`src/rtl/fft8_output_reorder.sv`:
```
// Converts an 8-point FFT output stream from bit-reversed to natural order
// using two ping-pong banks; a new frame fills one bank while the other drains.
module fft8_output_reorder #(
  parameter int unsigned DATA_WIDTH = 32
) (
  input  logic                  clk,
  input  logic                  rst,
  input  logic                  S,
  input  logic [DATA_WIDTH-1:0] D_real,
  input  logic [DATA_WIDTH-1:0] D_img,
  output logic [DATA_WIDTH-1:0] out_real,
  output logic [DATA_WIDTH-1:0] out_img,
  output logic                  out_valid,
  output logic [2:0]            out_index,
  output logic                  out_sof,
  output logic                  frame_err
);

  typedef enum logic {IDLE, READ} state_t;

  state_t state;

  logic [DATA_WIDTH-1:0] mem_real [2][8];
  logic [DATA_WIDTH-1:0] mem_img  [2][8];

  logic       wr_active;
  logic       wr_bank;
  logic [2:0] wr_cnt;
  logic       rd_bank;
  logic [2:0] rd_cnt;
  logic [1:0] full;

  logic       wr_en;
  logic       done_now;
  logic [2:0] wr_pos;
  logic [2:0] wr_addr;
  logic [1:0] set_mask;
  logic [1:0] clr_mask;
  logic [1:0] full_eff;
  logic       go_read;
  logic       nxt_bank;
  logic [2:0] nxt_addr;

  function automatic logic [2:0] bitrev3(input logic [2:0] k);
    return {k[0], k[1], k[2]};
  endfunction

  // An S while a frame is open restarts the frame in the same bank.
  assign frame_err = S & wr_active;

  always_comb begin
    wr_en    = S | wr_active;
    wr_pos   = S ? '0 : wr_cnt;
    wr_addr  = bitrev3(wr_pos);
    done_now = wr_active & ~S & (wr_cnt == 3'd7);
    set_mask = done_now ? (2'b01 << wr_bank) : '0;
  end

  // A bank completing on this edge counts as full, so read-out starts
  // with no bubble after position 7 and back-to-back frames stay contiguous.
  always_comb begin
    full_eff = full | set_mask;
    go_read  = 1'b0;
    nxt_bank = rd_bank;
    nxt_addr = '0;
    clr_mask = '0;
    unique case (state)
      IDLE: begin
        if (|full_eff) begin
          go_read  = 1'b1;
          nxt_bank = full_eff[~rd_bank] ? ~rd_bank : rd_bank;
          clr_mask = 2'b01 << nxt_bank;
        end
      end
      READ: begin
        if (rd_cnt != 3'd7) begin
          go_read  = 1'b1;
          nxt_addr = rd_cnt + 3'd1;
        end else if (full_eff[~rd_bank]) begin
          go_read  = 1'b1;
          nxt_bank = ~rd_bank;
          clr_mask = 2'b01 << nxt_bank;
        end
      end
      default: ;
    endcase
  end

  always_ff @(posedge clk) begin
    if (wr_en) begin
      mem_real[wr_bank][wr_addr] <= D_real;
      mem_img[wr_bank][wr_addr]  <= D_img;
    end
  end

  always_ff @(posedge clk or posedge rst) begin
    if (rst) begin
      wr_active <= 1'b0;
      wr_bank   <= 1'b0;
      wr_cnt    <= '0;
      full      <= '0;
      state     <= IDLE;
      rd_bank   <= 1'b0;
      rd_cnt    <= '0;
      out_valid <= 1'b0;
      out_real  <= '0;
      out_img   <= '0;
      out_index <= '0;
      out_sof   <= 1'b0;
    end else begin
      if (S) begin
        wr_active <= 1'b1;
        wr_cnt    <= 3'd1;
      end else if (wr_active) begin
        wr_cnt <= wr_cnt + 3'd1;
        if (wr_cnt == 3'd7) begin
          wr_active <= 1'b0;
          wr_bank   <= ~wr_bank;
        end
      end

      full  <= (full | set_mask) & ~clr_mask;
      state <= go_read ? READ : IDLE;

      if (go_read) begin
        rd_bank   <= nxt_bank;
        rd_cnt    <= nxt_addr;
        out_valid <= 1'b1;
        out_real  <= mem_real[nxt_bank][nxt_addr];
        out_img   <= mem_img[nxt_bank][nxt_addr];
        out_index <= nxt_addr;
        out_sof   <= (nxt_addr == 3'd0);
      end else begin
        rd_cnt    <= '0;
        out_valid <= 1'b0;
        out_real  <= '0;
        out_img   <= '0;
        out_index <= '0;
        out_sof   <= 1'b0;
      end
    end
  end

endmodule

```
`config.mk`:
```
export PLATFORM = sky130hd
export DESIGN_NAME = fft8_output_reorder
export DESIGN_NICKNAME = d
export VERILOG_FILES = /design/src/rtl/fft8_output_reorder.sv
export SDC_FILE = /design/constraint.sdc
export NUM_CORES = 1
export LEC_CHECK = 0
export ABC_AREA = 0
export BUFFER_PORTS_ARGS = -buffer_cell sky130_fd_sc_hd__buf_2
export CAP_MARGIN = 20
export CORE_MARGIN = 4
export CORE_UTILIZATION = 51
export CTS_CLUSTER_DIAMETER = 50
export DETAILED_ROUTE_END_ITERATION = 6
export PLACE_DENSITY = 0.67
export SETUP_SLACK_MARGIN = 0.4
export SYNTH_ARGS = -nofsm -noshare
export SYNTH_HDL_FRONTEND = slang
export SYNTH_SLANG_ARGS = --single-unit
```
`constraint.sdc`:
```
create_clock -name clk -period 7.1 [get_ports clk]
set_input_delay 0.71 -clock clk [delete_from_list [all_inputs] [get_ports clk]]
set_output_delay 0.71 -clock clk [all_outputs]
set_load 0.03 [all_outputs]
```
* Yosys cells after proc, flatten, opt, wreduce, memory -nomap -nowiden
Memory sizes are Yosys's and may differ from the RTL's. Index checks and enable logic that the tools add are counted.
Word-level totals: register bits 77, latch bits 0, bits in writable memories 1024, ROM bits 0, bits of input ports 67, output and inout bits 70, logic and storage cells 79, memories 2
Cells by class: add/subtract/negate cells 2, $mul 0, div/mod/pow operators 0, $lt $le $gt $ge 4, equality and inequality tests 2, shift-type cells 3, muxes and demuxes 38, bitwise operators 13, reductions and logical operators 5
Memory list:
- mem_img | depth 2, bits a word 256, rd ports 1, clocked after Yosys merged registers in 0, write ports 1, line 24 | logic [DATA_WIDTH-1:0] mem_img [2][8];
- mem_real | depth 2, bits a word 256, rd ports 1, clocked after Yosys merged registers in 0, write ports 1, line 23 | logic [DATA_WIDTH-1:0] mem_real [2][8];
Operators by type and width (number):
- 256-bit 2-to-1 mux | 1
- 32-bit 2-to-1 mux | 7
- 32-bit binary-select mux with 3-bit select | 2
- 32-bit demux with 3-bit select | 1
- 3-bit 2-to-1 mux | 6
- 1-bit 2-to-1 mux | 14
- 4-bit >= comparator (second input constant) | 2
- 2-bit 2-to-1 mux | 4
- 3-bit NOT with 4-bit output | 2
- 3-bit by 1-bit adder with 3-bit output (second input constant) | 2
- 1-bit by 1-bit << shifter with 2-bit output (first input constant) | 3
- 4-bit by 1-bit less-than comparator with 1-bit output (second input constant) | 1
- 1-bit NOT | 4
- 1-bit one-hot mux with 2 select lines | 2
- 2-bit one-hot mux with 2 select lines | 1
- 1-bit AND | 3
- 3-bit == test (second input constant) | 1
- 3-bit zero test | 1
- 3-bit inequality test (second input constant) | 1
- 3-bit AND reduction | 1
- 2-bit AND | 1
- 1-bit by 2-bit less-than comparator with 1-bit output (second input constant) | 1
- 2-bit NOT | 1
- 2-bit OR | 1
- 4 further kinds | 4

* Longest topological paths before layout
An unclocked memory read counts as a cell.
depth after elaboration 15, mapped depth 13, depth with buffers taken out 9

* Worst setup path before layout
Ideal clock, no wire load.
kind input -> register, from in S, to mem mem_img[1][100] (netlist name) (enable), library setup time 565 ps, arrival 5497 ps, required time 6535 ps, setup slack 1039 ps, stages 4, buffers on the path 1, cells stage by stage buf_2 nor2b_1 nand3_1 nor3_1
Between the ends: cells in the longest elaborated chain, start to end 7, elaborated cells between the ends (all ways) 10, classes of those cells 2 x order compare; 5 x mux; 2 x bitwise; 1 x reduce/logical
Ends and longest elaborated chain:
- start, declared | line 8 | input logic S,
- 3-bit 2-to-1 mux | line 53 | wr_pos = S ? '0 : wr_cnt;
- 3-bit NOT with 4-bit output (implied by the code) | line 92 | mem_img[wr_bank][wr_addr] <= D_img;
- 4-bit >= comparator (implied by the code) / 4-bit by 1-bit less-than comparator with 1-bit output (equally long branches) | line 92
- 1-bit logical AND (implied by the code) | line 92
- 32-bit 2-to-1 mux (implied by the code) | line 92
- 32-bit demux with 3-bit select | line 92
- 256-bit 2-to-1 mux (implied by the code) (*) | line 92
- end, declared | line 24
Mark *: on every way between the ends. The rest lies on a longest branch, timed or not.

* Worst setup path in the final report
from reg rd_cnt[0], to reg out_img[7]
Between the ends: cells in the longest elaborated chain, start to end 8, elaborated cells between the ends (all ways) 14, classes of those cells 1 x add/sub; 1 x eq/ne; 10 x mux; 1 x bitwise; 1 x memory
Ends and longest elaborated chain:
- start, declared | line 30 | logic [2:0] rd_cnt;
- start signal, assigned | line 127 | rd_cnt <= nxt_addr;
- 3-bit inequality test / 3-bit by 1-bit adder with 3-bit output (equally long branches) | line 76, 78
- 1-bit 2-to-1 mux / 3-bit 2-to-1 mux (equally long branches) | line 76 | if (rd_cnt != 3'd7) begin
- 1-bit one-hot mux with 2 select lines / 3-bit 2-to-1 mux (equally long branches) | line 67 | unique case (state)
- memory read 2 x 256 bit / 3-bit NOT with 4-bit output (equally long branches)
- 32-bit binary-select mux with 3-bit select | line 130 | out_img <= mem_img[nxt_bank][nxt_addr];
- 32-bit 2-to-1 mux (implied by the code) (2 in series) | line 130
- 32-bit 2-to-1 mux (*) | line 125 | if (go_read) begin
- end signal, assigned | line 130
- end, declared | line 12 | output logic [DATA_WIDTH-1:0] out_img,
Mark *: on every way between the ends. The rest lies on a longest branch, timed or not. The select of a mux whose other input is x is not followed. A chain may end at the register's enable or synchronous reset.

==> impl_metrics.yaml <==
outcome:
  status: "finished, final reports clean"
power_and_ir_drop:
  switching_share_pct: 35.0
  p_int_w: 0.0135
  p_comb_share_pct: 30.6
  leakage_nw: 18.4
  seq_power_share_pct: 39.7
  vdd_drop_max_uv: 459
  powerDensity_nw_per_um2: 393
  power.share.clock_pct: 29.7
  p_sw_w: 0.00728
worst_setup_path:
  critical-path-top-delay-family: "simple AND/OR/NAND/NOR gates"
  slowest_stage: "dfrtp_4"
  path_class: "reg -> reg"
  crit_arrival_ps: 5750
  max_stage_delay_ps: 1090
  critPathMaxFanout: 79
  cp_data_required_time_ps: 7640
  end_kind: "register"
  crit_top_cell: "ha_1"
  critPathLaunchType: "register"
  path_buf_inv: 2
  r2r_slack_ps: 1900
  crit_chain: "ha_1 > ha_1 > nor2_1 > nand2_4 > inv_4 > nand3b_1 > buf_4 > a211oi_1 > or4_1 > a2111oi_2"
floorplan:
  num_rows: 111
  coreArea_um2: 91800
  io_pins: 137
  start_util_pct: 51.5
  die_x_um: 312
  dieArea_um2: 97700
  die_y_um: 312
routing:
  drt_iter0_drc: 3701
  finalWirelength_um: 134000
  antenna_left: 0
  drt-pass1-iter-count: 5
  via_count: 30583
  viasPerCell: 6.77
  drc: 0
  wl_per_cell_um: 29.6
layout:
  fillCellCount: 6891
  areaGrowthSynthToFinish_pct: 12.0
  nets: 3239
  drive_gt1_share_pct: 14.8
cts:
  cts.htree.levels: 3
  clkTransAtPathRegs_ps: 60
  cts_buffer_depth: 3
  root_buffer: "clkbuf_16"
  cts_hold_buf: 0
  clock_latency_ps: 690
  numCtsBuffers: 115
  tritoncts: "yes"
  cts.sinks: 1101
  cts_resized: 0
  post_cts_buffers: 0
sta:
  hold_viol: 0
  relSlewSlack_pct: 22.0
  timing.final.setup_violations: 0
  setup_tns_ps: 0
  finalMaxSlewViolations: 0
  fin_crit_sh_pct: 73.3
  worst_slack_ps: 1900
  clock_skew_ps: 31.9
  rsz0062_at_grt: "false"
  period_minus_slack_ps: 5200
  timing.fmax_mhz: 192
  worst_pin_slew_ps: 1170
placement:
  portBuffers: 136
  place_hpwl_um: 67500
  globalplace.congestion: 0.795
  place_ws_ps: 2030
global_route:
  antenna_found_initial: 14
  grt_max_degree: 193
  track_usage_pct: 26.9
  first_global_vias: 31188
  grt_pass1_wl_um: 198000
  overflow: 0
logic_synthesis:
  synth_most_common_cell: "edfxtp_1"
  synth_area_per_cell_um2: 15.0
  synthesis.nets: 3217
  yosys_warnings: 0
  synth_commonest_cells: "1024 x edfxtp_1, 255 x mux2i_1, 203 x clkbuf_1, 189 x a221oi_1, 158 x nor2_1"
  synth-main-ff-cell: "edfxtp_1"
  yosys.area.top_type_share_pct: 65.0
  synth_area_um2: 47300
  synth-edff-count: 1024
  async_flop_share_pct: 6.99
  synth_seq_cells: 1101
  synth_cells: 3146
  ys_top_cells_by_area: "edfxtp_1 65%, mux2i_1 5.4%, dfrtp_1 4.1%, a221oi_1 3.5%, a2111oi_0 2.4%"
  ys_seq_area_share_pct: 69.1
  synth_top_cell_by_area: "edfxtp_1"
  ys_types: 50
worst_hold_path:
  min_path_type: "in -> async"
job:
  maxCapViolations: 0
kinds of logic after synthesis:
family / after synthesis / share of synthesized area, %
buffers and inverters: 358 / 3.30
multiplexers: 256 / 5.42
AND/OR/NAND/NOR: 523 / 6.38
XOR/XNOR: 2 / 0.0371
flip-flops: 1101 / 69.1
adder cells (fa/ha/maj): 4 / 0.106
AO/OA/AOI/OAI: 902 / 15.7
metrics by stage:
step / instance area, µm² / power, W / util, % / hold WS, ps / instances
after CTS: 52900 / 0.0208 / 57.6 / 73.8 / 4511
after global routing: 52900 / 0.0216 / 57.7 / 102 / 4516
after global placement: 48900 / 0.0144 / 53.3 / 602 / 4292
after floorplan: 47300 / 0.0124 / - / 536 / 3146
after detailed placement: 48900 / 0.0147 / 53.3 / 629 / 4292
final: 52900 / 0.0208 / 57.7 / 96.9 / 4520
final cells by class:
cell class,instances,area (µm²),area share [%]
sequential,1101,32700,61.7
inverter,69,277,0.522
clock inverter,54,631,1.19
antenna,7,17.5,0.0331
clock buffer,165,3340,6.31
tap,1243,1560,2.94
timing repair buffer,194,1170,2.22
multi-input combinational,1687,13300,25.1
per-layer routing:
metal | up-vias | share of wire, % | track usage, %
li1 | 12965 | - | -
met1 | 15548 | 39 | 35.2
met2 | 1651 | 48 | 44.7
met3 | 413 | 8.6 | 4.56
met4 | 6 | 4.3 | 11.7
met5 | - | 0.031 | 0
power by group through the flow:
stage	Sequential, W	Combinational (W)	Clock [W]
after floorplan	0.00854	0.00390	0
after global placement	0.00833	0.00609	0
after detailed placement	0.00836	0.00631	0
after CTS	0.00824	0.00633	0.00625
after global routing	0.00829	0.00676	0.00653
final	0.00824	0.00637	0.00618
path summary, 6_finish.rpt:
kind | start | endpoint | depth (start not counted)
setup / recovery | rd_cnt[0] | out_img[7] | 10
hold / removal | rst | out_real[4] | 2
setup reg to reg | rd_cnt[0] | out_img[7] | 10
hold reg to reg | mem_real[1][181] | out_real[21] | 2
max in group asynchronous | rst | rd_bank | 3
min in group clk | S | wr_cnt[2] | 2
state kept, by name, summed over array words and instances, names as in the netlist:
signal     flops
mem_img      512
mem_real     512
out_img       32
out_real      32
rd_cnt         3
wr_cnt         3
full           2
out_sof        1
rd_bank        1
state          1
wr_active      1
wr_bank        1
layout by cell type (no fill, tap or decap), drive strengths merged, types with 64 or more instances in the layout:
| cell type | instances |
|---|---|
| nor2b | 68 |
| o21a | 128 |
| a21oi | 65 |
| or3 | 130 |
| nor2 | 159 |
| a211oi | 64 |
| inv | 74 |
| clkbuf | 165 |
| edfxtp | 1024 |
| a2111oi | 190 |
| o21ai | 65 |
| nand3b | 67 |
| a221oi | 189 |
| mux2i | 255 |
| buf | 194 |
| dfrtp | 77 |
Power figures use the tool's default switching activity.
